===== src/rtl/uart_apb_regs.sv =====
// APB3 slave mapping uart_fifo TX push / RX pop / status / irq control onto four word registers.
// Every access takes at least one wait state; DATA writes stall while the TX FIFO is full, up to TX_TIMEOUT cycles.
module uart_apb_regs #(
    parameter int DATA_W     = 16,
    parameter int ADDR_W     = 2,
    parameter int TX_TIMEOUT = 255
) (
    input  logic              i_clk,
    input  logic              i_rst,
    input  logic [ADDR_W-1:0] i_paddr,
    input  logic              i_psel,
    input  logic              i_penable,
    input  logic              i_pwrite,
    input  logic [DATA_W-1:0] i_pwdata,
    output logic [DATA_W-1:0] o_prdata,
    output logic              o_pready,
    output logic              o_pslverr,
    output logic [7:0]        o_tx_byte,
    output logic              o_transmit,
    output logic              o_rx_fifo_pop,
    input  logic [7:0]        i_rx_byte,
    input  logic              i_tx_fifo_full,
    input  logic              i_rx_fifo_empty,
    input  logic              i_uart_busy,
    input  logic              i_uart_irq,
    output logic              o_irq
);
    localparam int CNT_W = (TX_TIMEOUT > 1) ? $clog2(TX_TIMEOUT + 1) : 1;

    typedef enum logic [1:0] {IDLE, ACCESS, TXWAIT, DONE} state_t;

    state_t             r_state, w_state_nxt;
    logic [CNT_W-1:0]   r_cnt;
    logic               r_irq_en, r_sticky, r_uart_irq_q;
    logic               w_push, w_pop, w_err, w_load_rd, w_tx_load, w_en_we, w_st_clr, w_irq_rise;
    logic [DATA_W-1:0]  w_rdata;
    logic [1:0]         w_reg;

    assign w_reg      = i_paddr[1:0];
    assign w_irq_rise = i_uart_irq & ~r_uart_irq_q;

    always_comb begin
        w_state_nxt = r_state;
        w_push      = 1'b0;
        w_pop       = 1'b0;
        w_err       = 1'b0;
        w_load_rd   = 1'b0;
        w_tx_load   = 1'b0;
        w_en_we     = 1'b0;
        w_st_clr    = 1'b0;
        w_rdata     = '0;
        case (r_state)
            IDLE: if (i_psel && !i_penable) w_state_nxt = ACCESS;
            ACCESS: begin
                if (!i_psel) begin
                    w_state_nxt = IDLE;
                end else if (i_penable) begin
                    w_state_nxt = DONE;
                    if (i_pwrite) begin
                        case (w_reg)
                            2'd0: begin
                                w_tx_load = 1'b1;
                                if (i_tx_fifo_full) w_state_nxt = TXWAIT;
                                else                w_push      = 1'b1;
                            end
                            2'd2:    w_en_we  = 1'b1;
                            2'd3:    w_st_clr = i_pwdata[0];
                            default: ;
                        endcase
                    end else begin
                        w_load_rd = 1'b1;
                        case (w_reg)
                            2'd0: begin
                                // Empty FIFO reads as 0x100 with no pop; the head byte is not exposed.
                                w_rdata[8] = i_rx_fifo_empty;
                                if (!i_rx_fifo_empty) begin
                                    w_rdata[7:0] = i_rx_byte;
                                    w_pop        = 1'b1;
                                end
                            end
                            2'd1:    w_rdata[3:0] = {r_sticky, i_uart_busy, i_tx_fifo_full, i_rx_fifo_empty};
                            2'd2:    w_rdata[0]   = r_irq_en;
                            default: w_rdata[0]   = r_sticky;
                        endcase
                    end
                end
            end
            TXWAIT: begin
                if (!i_psel) begin
                    w_state_nxt = IDLE;
                end else if (!i_tx_fifo_full) begin
                    w_push      = 1'b1;
                    w_state_nxt = DONE;
                end else if (r_cnt == CNT_W'(TX_TIMEOUT)) begin
                    w_err       = 1'b1;
                    w_state_nxt = DONE;
                end
            end
            default: w_state_nxt = IDLE;
        endcase
    end

    always_ff @(posedge i_clk or posedge i_rst) begin
        if (i_rst) begin
            r_state       <= IDLE;
            r_cnt         <= '0;
            o_prdata      <= '0;
            o_pready      <= 1'b0;
            o_pslverr     <= 1'b0;
            o_tx_byte     <= '0;
            o_transmit    <= 1'b0;
            o_rx_fifo_pop <= 1'b0;
            r_irq_en      <= 1'b0;
            r_sticky      <= 1'b0;
            r_uart_irq_q  <= 1'b0;
            o_irq         <= 1'b0;
        end else begin
            r_state       <= w_state_nxt;
            r_cnt         <= (r_state == TXWAIT) ? r_cnt + 1'b1 : '0;
            o_prdata      <= w_load_rd ? w_rdata : '0;
            o_pready      <= (w_state_nxt == DONE);
            o_pslverr     <= w_err;
            o_transmit    <= w_push;
            o_rx_fifo_pop <= w_pop;
            if (w_tx_load) o_tx_byte <= i_pwdata[7:0];
            if (w_en_we)   r_irq_en  <= i_pwdata[0];
            r_uart_irq_q  <= i_uart_irq;
            // A new event beats a simultaneous clear so it is never lost.
            r_sticky      <= w_irq_rise | (r_sticky & ~w_st_clr);
            o_irq         <= r_irq_en & r_sticky;
        end
    end
endmodule


===== config.mk =====
export PLATFORM = sky130hd
export DESIGN_NAME = uart_apb_regs
export DESIGN_NICKNAME = d
export VERILOG_FILES = /design/src/rtl/uart_apb_regs.sv
export SDC_FILE = /design/constraint.sdc
export NUM_CORES = 1
export LEC_CHECK = 0
export ABC_AREA = 1
export CAP_MARGIN = 20
export CORE_MARGIN = 2
export CORE_UTILIZATION = 25
export DETAILED_ROUTE_END_ITERATION = 10
export GPL_ROUTABILITY_DRIVEN = 0
export SYNTH_ARGS = -nofsm -noshare
export SYNTH_HDL_FRONTEND = slang
export SYNTH_SLANG_ARGS = --single-unit

===== constraint.sdc =====
create_clock -name i_clk -period 1.9 [get_ports i_clk]
set_clock_uncertainty 0.2 [all_clocks]
set_input_delay 0.285 -clock i_clk [delete_from_list [all_inputs] [get_ports i_clk]]
set_output_delay 0.285 -clock i_clk [all_outputs]
set_load 0.005 [all_outputs]

# Word level (Yosys, flattened, before mapping)
# Cells that the tools add are included.
dict set report totals {
  regBits 35
  in_bits 35
  out_inout_bits 29
  wordCells 86
}
dict set report op_classes {
  addsub 1
  n_eq_ne 7
  mux 56
  n_bitwise 6
  reduce_logical 4
}
# operator count
set op_table {}
lappend op_table {{$mux 9} 5}
lappend op_table {{$mux 1} 38}
lappend op_table {{$mux 8} 2}
lappend op_table {{$mux 2} 6}
lappend op_table {{$add 8x1->8 const B} 1}
lappend op_table {{$eq 2x2->1 const B} 4}
lappend op_table {{$eq 8x8->1 const B} 1}
lappend op_table {{$pmux 2 s3} 1}
lappend op_table {{$pmux 3 s2} 1}
lappend op_table {{$mux 5} 1}
lappend op_table {{$eq 2x1->1 const B} 2}
lappend op_table {{$logic_not 2->1} 2}
lappend op_table {{$and 1x1->1} 3}
lappend op_table {{$pmux 1 s3} 1}
lappend op_table {{$not 1->1} 2}
lappend op_table {{$pmux 1 s2} 1}
lappend op_table {{$logic_and 1x1->1} 1}
lappend op_table {{$logic_not 1->1} 1}
lappend op_table {{$or 1x1->1} 1}

# Depth between registers and ports, before layout
dict set report depth {
  depth_word 9
  ltp_mapped 9
  depth_no_buf 9
}

# Least setup slack after synthesis
# No wires, ideal clock.
dict set report synth_timing {
  path_type {register -> register}
  from {register r_state[1]}
  to {register r_sticky}
  setup_ns 0.123
  t_arrival_ns 1.144
  required_time_ns 1.577
  path_slack_ns 0.433
  stages_incl_launch_ff 8
  path_buffers 0
  period_less_slack_ns 1.467
  cell_sequence {dfrtp_1 -> inv_1 -> ha_1 -> nand2_4 -> nor2_8 -> nand3_2 -> o21ai_1 -> o21ai_1}
}
dict set report synth_between {
  elab_chain_len 5
}
# element line
set synth_lines {}
lappend synth_lines {{start: declaration} 32} ;# state_t r_state, w_state_nxt;
lappend synth_lines {{start signal: assignment} 118} ;# r_state <= w_state_nxt;
lappend synth_lines {{$eq 2x1->1} 52} ;# case (r_state)
lappend synth_lines {{$mux 1} 52}
lappend synth_lines {{$not 1->1} 129} ;# r_sticky <= w_irq_rise | (r_sticky & ~w_st_clr);
lappend synth_lines {{$and 1x1->1} 129}
lappend synth_lines {{$or 1x1->1} 129}
lappend synth_lines {{end signal: assignment} 129}
lappend synth_lines {{end: declaration} 34} ;# logic r_irq_en, r_sticky, r_uart_irq_q;
# Every way passes these cells.
# A chain may end at the register's enable or synchronous reset.

# Final worst setup path
dict set report layout_timing {
  from {register o_tx_byte[5]}
  to {output port o_tx_byte[5]}
}
# element line
set layout_rtl {}
lappend layout_rtl {{start: declaration} 18} ;# output logic [7:0] o_tx_byte,
lappend layout_rtl {{start signal: assignment} 125} ;# if (w_tx_load) o_tx_byte <= i_pwdata[7:0];
# No word-level cell between the ends.

==> qor.yml <==
synthesis:
  ys_seq_area_share_pct: 51.93
  synthesis.instances: 186
  yosys_register_bits: 35
  synth_top_cell_area_share_pct: 51.93
  synthesis.area_sq_um: 1687
  compound_gate_portion_of_the_synthesized_area_pct: 8.902
  synth.area.mux_share_pct: 0
  synth-adder-area-share_pct: 3.709
  yosysWarnings: 0
  synth-simple-area-share_pct: 25.45
  synth_xor_area_share_pct: 0
  synthDistinctLibCells: 26
  largest_family_of_logic_cells_by_synthesized_area: "simple AND/OR/NAND/NOR gates"
  synth.area.top_cells: "dfrtp_1, nand2_1, inv_1"
  synthesis.area_per_instance_sq_um: 9.068
  post_synthesis_cell_type_with_the_largest_combined_area: "dfrtp_1"
detailed_routing:
  wire_length_per_cell_microns: 10.75
  vias: 1349
  drt_pre_antenna_iters: 4
  final_antenna_net_count: 0
  drc: 0
  finalWirelength_microns: 3473
  drtIter0Drc: 58
  via_per_inst: 4.176
floorplanning:
  row_count: 29
  start_util_pct: 26.26
  top_level_ports: 64
  fp.coreArea_sq_um: 6422
  floorplan.die_area_sq_um: 7419
  die_w_microns: 86.14
  chipHeight_microns: 86.14
power_and_ir_drop:
  report.power.total_mw: 2.320
  ir_drop_uv: 445.3
  powerDensity_nw_per_um2: 972.6
  power.leakage_nw: 1.179
timing:
  number_of_failing_setup_endpoints_in_the_final_timing_report: 0
  final.setup.worst_slack_ns: 0.2548
  fin_setup_tns_ns: 0
  grt_setup_unrepaired: "false"
  hold_viol_final: 0
  timing.final.crit_share_pct: 86.59
  finalCriticalPeriod_ns: 1.645
  clock.fmax_mhz: 607.8
  finalHoldWorstSlack_ns: 0.2085
  final_max_slew_viol_count: 0
clocking:
  tritoncts.num_buffers: 5
  ctsRootBufferMaster: "clkbuf_8"
  worstSkewPairLatency_ns: 0.29
  clock_tree_from_tritoncts: "done"
  cts_max_level: 2
  postCtsSetupBuffers: 0
  clock-sinks: 35
  cts_max_path_buffers: 2
  clk_pin_slew_worst_paths_ns: 0.07
  postCtsHoldBufs: 0
  post_cts.resized_instances: 0
worst_setup_path:
  critical_path.reg2reg.startpoint: "r_state[1]"
  buf_inv_stages_crit_path: 1
  worstPathArrival_ns: 1.16
  crit_path_start_kind: "flop"
  timing.critical_path.slowest_cell_delay_ns: 0.51
  startpoint: "o_tx_byte[5]"
  r2r_slack_ns: 0.28
  required_time_of_the_critical_path_ns: 1.41
  worst_r2r_endpoint: "o_prdata[1]"
  reg2regPathDepth: 6
  timing.critical_path.slowest_stage_cell: "clkdlybuf4s50_1"
  cp_top_family: "buffers and inverters"
  cp_max_fo: 2
  crit_cells: 1
  cp-endpoint: "o_tx_byte[5]"
  worstPathCellList: "clkdlybuf4s50_1"
  worstSetupEndpointType: "output port"
  worstSetupPathType: "reg -> out"
grt:
  largest_net_degree_at_the_start_of_global_routing: 36
  grt_usage_pct: 10.03
  grt_first_pass_wirelength_microns: 5858
  global_route.overflow_total: 0
  grt_antenna_before_repair: 0
  first_global_vias: 1350
place:
  place_ws_ns: 0.08711
  detailed_place.area_sq_um: 2267
  post-dp-hpwl_microns: 2684
  buffer_ports.inserted: 48
worst_hold_path:
  type_of_the_worst_min_delay_path: "in -> async"
final_layout:
  fin_area_sq_um: 2385
  final_layout_size_suffix_gt1_share_pct: 13.01
  layout.cells.most_common: "clkdlybuf4s50_1"
  layout-area-overhead-vs-synth_pct: 41.39
  fin_nets: 285
  inserted_diodes: 0
  mostFrequentLayoutCells: "clkdlybuf4s50_1, nand2_1, dfrtp_1, inv_1, nor2_1"
run:
  drv.max_cap_violation_count: 0
outcome:
  status: "finished, final reports clean"
-- metal layers --
metal  share of wire (%)  GRT usage, %
met5                   0             0
met4                 1.0         3.463
met3                 7.3         4.235
met2                  47         16.35
met1                  45         11.85
-- stage by stage --
stage / std cells / util, %
6_report: 323 / 37.13
5_1_grt: 323 / 37.13
4_1_cts: 323 / 37.13
3_5_place_dp: 315 / 35.30
3_3_place_gp: 315 / 35.30
2_1_floorplan: 192 / -
-- area by class of cell --
type                    count  area [sq um]
clock buffers               6         82.58
clock inverters             2         35.03
fillers                   645          4038
inverters                  27         101.3
multi-input cells         122         668.1
flip-flops and latches     35         875.8
well taps                  77         96.34
repair buffers             54         525.5
-- synth_stat cells --
| cell type | instances |
|---|---|
| a21oi_1 | 11 |
| a22oi_1 | 3 |
| a31oi_1 | 1 |
| buf_4 | 7 |
| buf_6 | 1 |
| clkinv_1 | 1 |
| conb_1 | 1 |
| dfrtp_1 | 35 |
| ha_1 | 5 |
| inv_1 | 24 |
| inv_2 | 2 |
| nand2_1 | 36 |
| nand2_2 | 5 |
| nand2_4 | 2 |
| nand3_1 | 11 |
| nand3_2 | 1 |
| nor2_1 | 20 |
| nor2_2 | 1 |
| nor2_4 | 2 |
| nor2_8 | 2 |
| nor3_1 | 3 |
| nor3_4 | 1 |
| o211ai_2 | 1 |
| o21ai_0 | 5 |
| o21ai_1 | 4 |
| o21ai_2 | 1 |
-- cells by family (layout without fill, tap and decap cells) --
kind of cell | after synthesis | in the layout
buffers and inverters | 35 | 89
other | 1 | 7
AND/OR/NAND/NOR | 84 | 84
flip-flops | 35 | 35
AO/OA/AOI/OAI | 26 | 26
adder cells (fa/ha/maj) | 5 | 5
-- worst reg2reg max path: stages (launching register included) --
cell	delay, ns
dfrtp_1	0.43
inv_1	0.12
ha_1	0.21
nand2_4	0.10
nor3_4	0.25
nand2_2	0.11
nor2_1	0.13
-- worst min-delay path by stage --
| stage | start | end | slack, ns |
|---|---|---|---|
| after floorplan | i_uart_irq | r_uart_irq_q | 0.12 |
| after global placement | r_uart_irq_q | r_sticky | 0.20 |
| after detailed placement | r_uart_irq_q | r_sticky | 0.21 |
| after CTS | r_uart_irq_q | r_sticky | 0.22 |
| after global routing | r_uart_irq_q | r_sticky | 0.23 |
| final | i_rst | r_state[0] | 0.21 |
-- power breakdown --
| group | switching (mW) | internal (mW) |
|---|---|---|
| logic | 0.319 | 0.345 |
| clock network | 0.266 | 0.424 |
| registers | 0.0895 | 0.876 |
| total | 0.674 | 1.65 |
-- sequential cells by signal, summed over array words and instances (netlist names), 2 cells and up --
signal and cells:
o_prdata 9, o_tx_byte 8, r_cnt 8, r_state 2
No activity file was read; power rests on OpenSTA's default activity.
==> RTL change 1 (same settings) <==
`DATA_W`: 16 -> 12.
--- a/src/rtl/uart_apb_regs.sv
+++ b/src/rtl/uart_apb_regs.sv
@@ -1,7 +1,7 @@
 // APB3 slave mapping uart_fifo TX push / RX pop / status / irq control onto four word registers.
 // Every access takes at least one wait state; DATA writes stall while the TX FIFO is full, up to TX_TIMEOUT cycles.
 module uart_apb_regs #(
-    parameter int DATA_W     = 16,
+    parameter int DATA_W     = 12,
     parameter int ADDR_W     = 2,
     parameter int TX_TIMEOUT = 255
 ) (
Interface: changed (resized i_pwdata and o_prdata); port bits go from 64 to 56. No check against the original RTL was run, so the function may have changed too.
==> RTL change 1 against the unedited design <==
  * Count of clock-buffer cells in the layout is 1 lower
  * Hold slack worse by 0.023 ns
  * Power is 4.1% higher
  * Die area is 1.7% lower
  * Synthesized area is 1.8% lower
  * Setup slack better by 0.0018 ns
  * Register-to-register slack better by 0.02 ns
  * Sequential cell count stayed put
  * Critical endpoint is now o_tx_byte[7]
  * Highest routed layer unchanged
  * Sequential power hardly changed
  * Final area is 0.16% higher
  * Wire length is 3.3% lower
  * Sequential share of layout area is 0.058 points lower
==> RTL change 1: results (changes against the unedited design) <==
[cts]
post_cts_buffers = 0  ; unchanged
clk_path_buf_depth = 2  ; unchanged
cts_resized = 0  ; unchanged
clk_pin_slew_ns = 0.07  ; about the same
ctsHtreeMaxLevel = 2  ; unchanged
clkLatencyLatePin_ns = 0.29  ; about the same
cts_made_buffers = 5  ; unchanged

[global_route]
grt-ovfl-total = 0  ; unchanged
antenna_found_initial = 0  ; unchanged
grt_pass1_vias = 1325  ; -1.9%
track_usage_pct = 9.886  ; -0.14 points
grt_pass1_wl_um = 5623  ; -4.0%

[finish]
antennaDiodeCount = 0  ; unchanged
filler_cell_count = 645  ; unchanged
reg_top3 = o_prdata: 9 flops, o_tx_byte: 8 flops, r_cnt: 8 flops
stdcell_count = 319  ; -1.2%
layout-drive-gt1-share_pct = 13.22  ; +0.22 points
nNetsFinal = 277  ; -2.8%

[placement]
detailed_place_hpwl_um = 2587  ; -3.6%
place_ws_ns = 0.06860  ; -0.01851 ns
placed_cell_area_mm2 = 0.002252  ; -0.66%
dpl.cell_count = 311  ; -1.3%

[run_status]
run_status = completed

[synthesis]
avgSynthCellArea_um2 = 9.102  ; +0.38%
synth-seq-area-share_pct = 52.87  ; +0.94 points
synthTopCellsByCount = 36 x nand2_1, 35 x dfrtp_1, 24 x inv_1
synthTopCellsByArea = dfrtp_1 53%, nand2_1 8.2%, inv_1 5.4%, nor2_1 4.5%, ha_1 3.8%
postSynth.asyncResetShare_pct = 100.0  ; unchanged
synth_cell_types = 26  ; unchanged
synth_warnings = 0  ; unchanged

[detailed_routing]
vias_per_cell = 4.176  ; about the same
drt_pass1_iterations = 4  ; unchanged
drt_iter0_drc = 68  ; +17%
wl_per_cell_um = 10.53  ; -2.1%

[setup_path]
cp_data_arrival_time_ns = 1.16  ; about the same
critPathTopFamily = buffers and inverters

[pwr]
p_leak_nw = 1.169  ; -0.83%
ir_drop_v = 0.0005030  ; +13%
power_switching_share_pct = 27.86  ; -1.2 points

[worst_hold_path]
holdCritPathClass = input pin to async pin

## RTL change 1: changes by cell type in the layout (fill, tap and decap cells not counted), sizes merged
cell / change
clkinvlp: +1
conb: -4
clkinv: -1
bufinv: +1
clkbuf: -1
## RTL change 1: logic make-up after synthesis
kind of cell | share of synthesized area [%]
AOI/OAI and AO/OA | 9.063
adders and majority gates | 3.776
buffers and inverters | 8.157
DFF | 52.87
other | 0.2264
and+or+nand+nor | 25.91
## RTL change 1: metal layers
layer / GRT usage (%) / up-vias / routed length (µm)
li1: - / 684 / -
met1: 11.62 / 602 / 1478
met2: 15.98 / 42 / 1581
met3: 3.891 / 4 / 259
met4: 4.329 / 0 / 40
met5: 0 / - / 0
## RTL change 1: final timing paths
path | depth (start not counted) | startpoint | slack [ns] | to
setup / recovery | 1 | o_tx_byte[7]$_DFFE_PP0P_ | 0.26 | o_tx_byte[7]
hold / removal | 3 | i_rst | 0.19 | o_prdata[7]$_DFF_PP0_
setup reg to reg | 6 | r_state[1]$_DFF_PP0_ | 0.30 | o_prdata[3]$_DFF_PP0_
hold reg to reg | 1 | r_uart_irq_q$_DFF_PP0_ | 0.22 | r_sticky$_DFF_PP0_
max in group asynchronous | 3 | i_rst | 0.99 | r_sticky$_DFF_PP0_
min in group i_clk | 1 | r_uart_irq_q$_DFF_PP0_ | 0.22 | r_sticky$_DFF_PP0_
## RTL change 1: area by class of cell
type	count	area (µm²)	share of cell area [%]
timing repair buffer	54	525.5	22.00
multi-input combinational	118	653.1	27.34
tap	77	96.34	4.034
clock buffer	5	68.82	2.881
inverter	27	101.3	4.243
sequential	35	875.8	36.67
clock inverter	3	67.56	2.829
## RTL change 1: power groups by stage
| stage | Clock, mW | Sequential [mW] | Combinational [mW] |
|---|---|---|---|
| final | 0.797 | 0.965 | 0.653 |
| after global routing | 0.848 | 0.985 | 0.744 |
| after CTS | 0.824 | 0.968 | 0.667 |
| after detailed placement | 0 | 0.975 | 0.663 |
| after global placement | 0 | 0.976 | 0.655 |
| after floorplan | 0 | 0.970 | 0.339 |
==> RTL change 2 (config.mk and constraints unchanged) <==
Without the edit above. Reset style: synchronous (`i_rst`), changed in one clocked block.
--- a/src/rtl/uart_apb_regs.sv
+++ b/src/rtl/uart_apb_regs.sv
@@ -100,7 +100,7 @@
         endcase
     end
 
-    always_ff @(posedge i_clk or posedge i_rst) begin
+    always_ff @(posedge i_clk) begin
         if (i_rst) begin
             r_state       <= IDLE;
             r_cnt         <= '0;
Function: differs if i_rst is asserted again (counterexample within 4 cycles, from zero or initial values and one cycle with i_rst high); with i_rst held inactive, the same outputs for 10 cycles.
==> RTL change 2 against the unedited design <==
  * Sequential share of layout area fell by 4.9 points
  * First-iteration DRC count is 16% higher
  * Setup slack better by 0.022 ns
  * Synthesized area decreased by 10%
  * Wire length fell by 4.3%
  * Via count grew 2.3%
  * Sequential cell count is the same
  * Final area shrank 7.6%
  * Die area decreased by 9.8%
  * Critical path type is now register to register
Power is not compared: it rests on default switching activity, and its combinational part moved more than twofold at a synthesized area within 25%.
==> RTL change 2: results (changes against the unedited design) <==
[run_status]
run_status = completed

[worst_hold_path]
worstHoldStart = r_cnt[0]$_SDFF_PP0_
hold_path_end = r_cnt[0]$_SDFF_PP0_
holdCritPathClass = register to register

[synthesis]
postSynth.asyncResetShare_pct = 0  ; -100 points
synthTopCellsByCount = 45 x nor2_1, 35 x dfxtp_1, 30 x nand2_1
synthTopCellsByArea = dfxtp_1 46%, nor2_1 11%, nand2_1 7.4%, inv_1 6.2%, o21ai_0 5.6%
avgSynthCellArea_um2 = 7.608  ; -16%
synth_warnings = 0  ; unchanged
synth_cell_types = 26  ; unchanged
synth-seq-area-share_pct = 46.28  ; -5.6 points
synth_flop_cell = dfxtp_1

[detailed_routing]
drt_iter0_drc = 67  ; +16%
wl_met3_um = 295  ; +16%
vias_per_cell = 4.144  ; -0.77%
drt_pass1_iterations = 5  ; +1
wl_per_cell_um = 9.985  ; -7.1%
wl_met2_um = 1538  ; -5.2%
wl_met1_um = 1437  ; -7.8%

[die]
dieArea_mm2 = 0.006695  ; -9.8%

[setup_path]
slowest_stage = dfxtp_1
critPathMaxFanout = 5  ; +3
slowest_delay_ns = 0.41  ; -0.10 ns
cp_data_arrival_time_ns = 1.61  ; +0.45 ns
critPathTopFamily = simple AND/OR/NAND/NOR gates
r2r_end = o_pready$_SDFF_PP0_
reg2reg_depth = 8  ; +2
r2r_start = r_state[1]$_SDFF_PP0_

[finish]
final-clk-cell-share_pct = 5.111  ; +0.18 points
flops_and_latches = 35  ; unchanged
filler_cell_count = 625  ; -3.1%
layout-drive-gt1-share_pct = 8.915  ; -4.1 points
nonClockBufferCount = 53  ; -1.9%
nonClkBufAreaFrac_pct = 23.51  ; +1.5 points
nClkBuffers = 5  ; -1
stdcell_count = 333  ; +3.1%
multi_input_cells = 135  ; +11%
sh_seq_area_pct = 31.80  ; -4.9 points
nNetsFinal = 297  ; +4.2%
multi_input_area_um2 = 674.4  ; +0.94%
finish.utilization_pct = 37.44  ; +0.30 points

[placement]
place_ws_ns = 0.07219  ; -0.01492 ns
detailed_place_hpwl_um = 2539  ; -5.4%
placed_cell_area_mm2 = 0.002091  ; -7.8%

[timing]
holdWs_ns = 0.2507  ; +0.04224 ns
period_needed_ns = 1.623  ; -0.02227 ns
setup_viol = 0  ; unchanged

[global_route]
grt_pass1_vias = 1278  ; -5.3%
grt_pass1_wl_um = 5506  ; -6.0%
antenna_found_initial = 0  ; unchanged
grt_start_max_net_pins = 13  ; -64%
track_usage_pct = 10.83  ; +0.80 points

-- RTL change 2: cell count changes after synthesis, moves of 6 or more --
cell,unedited run,this run
dfrtp_1,35,0
dfxtp_1,0,35
nand2_1,36,30
nor2_1,20,45
o21ai_0,5,17
-- RTL change 2: worst max path at each step --
stage | endpoint | depth (start not counted)
5_1_grt | o_pready$_SDFF_PP0_ | 8
4_1_cts | o_tx_byte[0] | 1
2_1_floorplan | o_pready$_SDFF_PP0_ | 8
6_report | o_pready$_SDFF_PP0_ | 8
3_3_place_gp | o_prdata[0]$_SDFF_PP0_ | 5
3_5_place_dp | o_tx_byte[1]$_SDFFE_PP0P_ | 7
-- RTL change 2: layer usage --
metal  GRT usage, %  up-vias
li1               -      725
met5              0        -
met4          4.833        0
met3          4.396        7
met2          17.32       48
met1          12.69      600
-- RTL change 2: cell families after synthesis --
family | share of synthesized area (%)
xor+xnor | 0.5786
flops | 46.28
compound gates | 8.926
buf+inv | 10.66
other cells | 0.2477
simple gates | 29.17
fa+ha+maj | 4.132
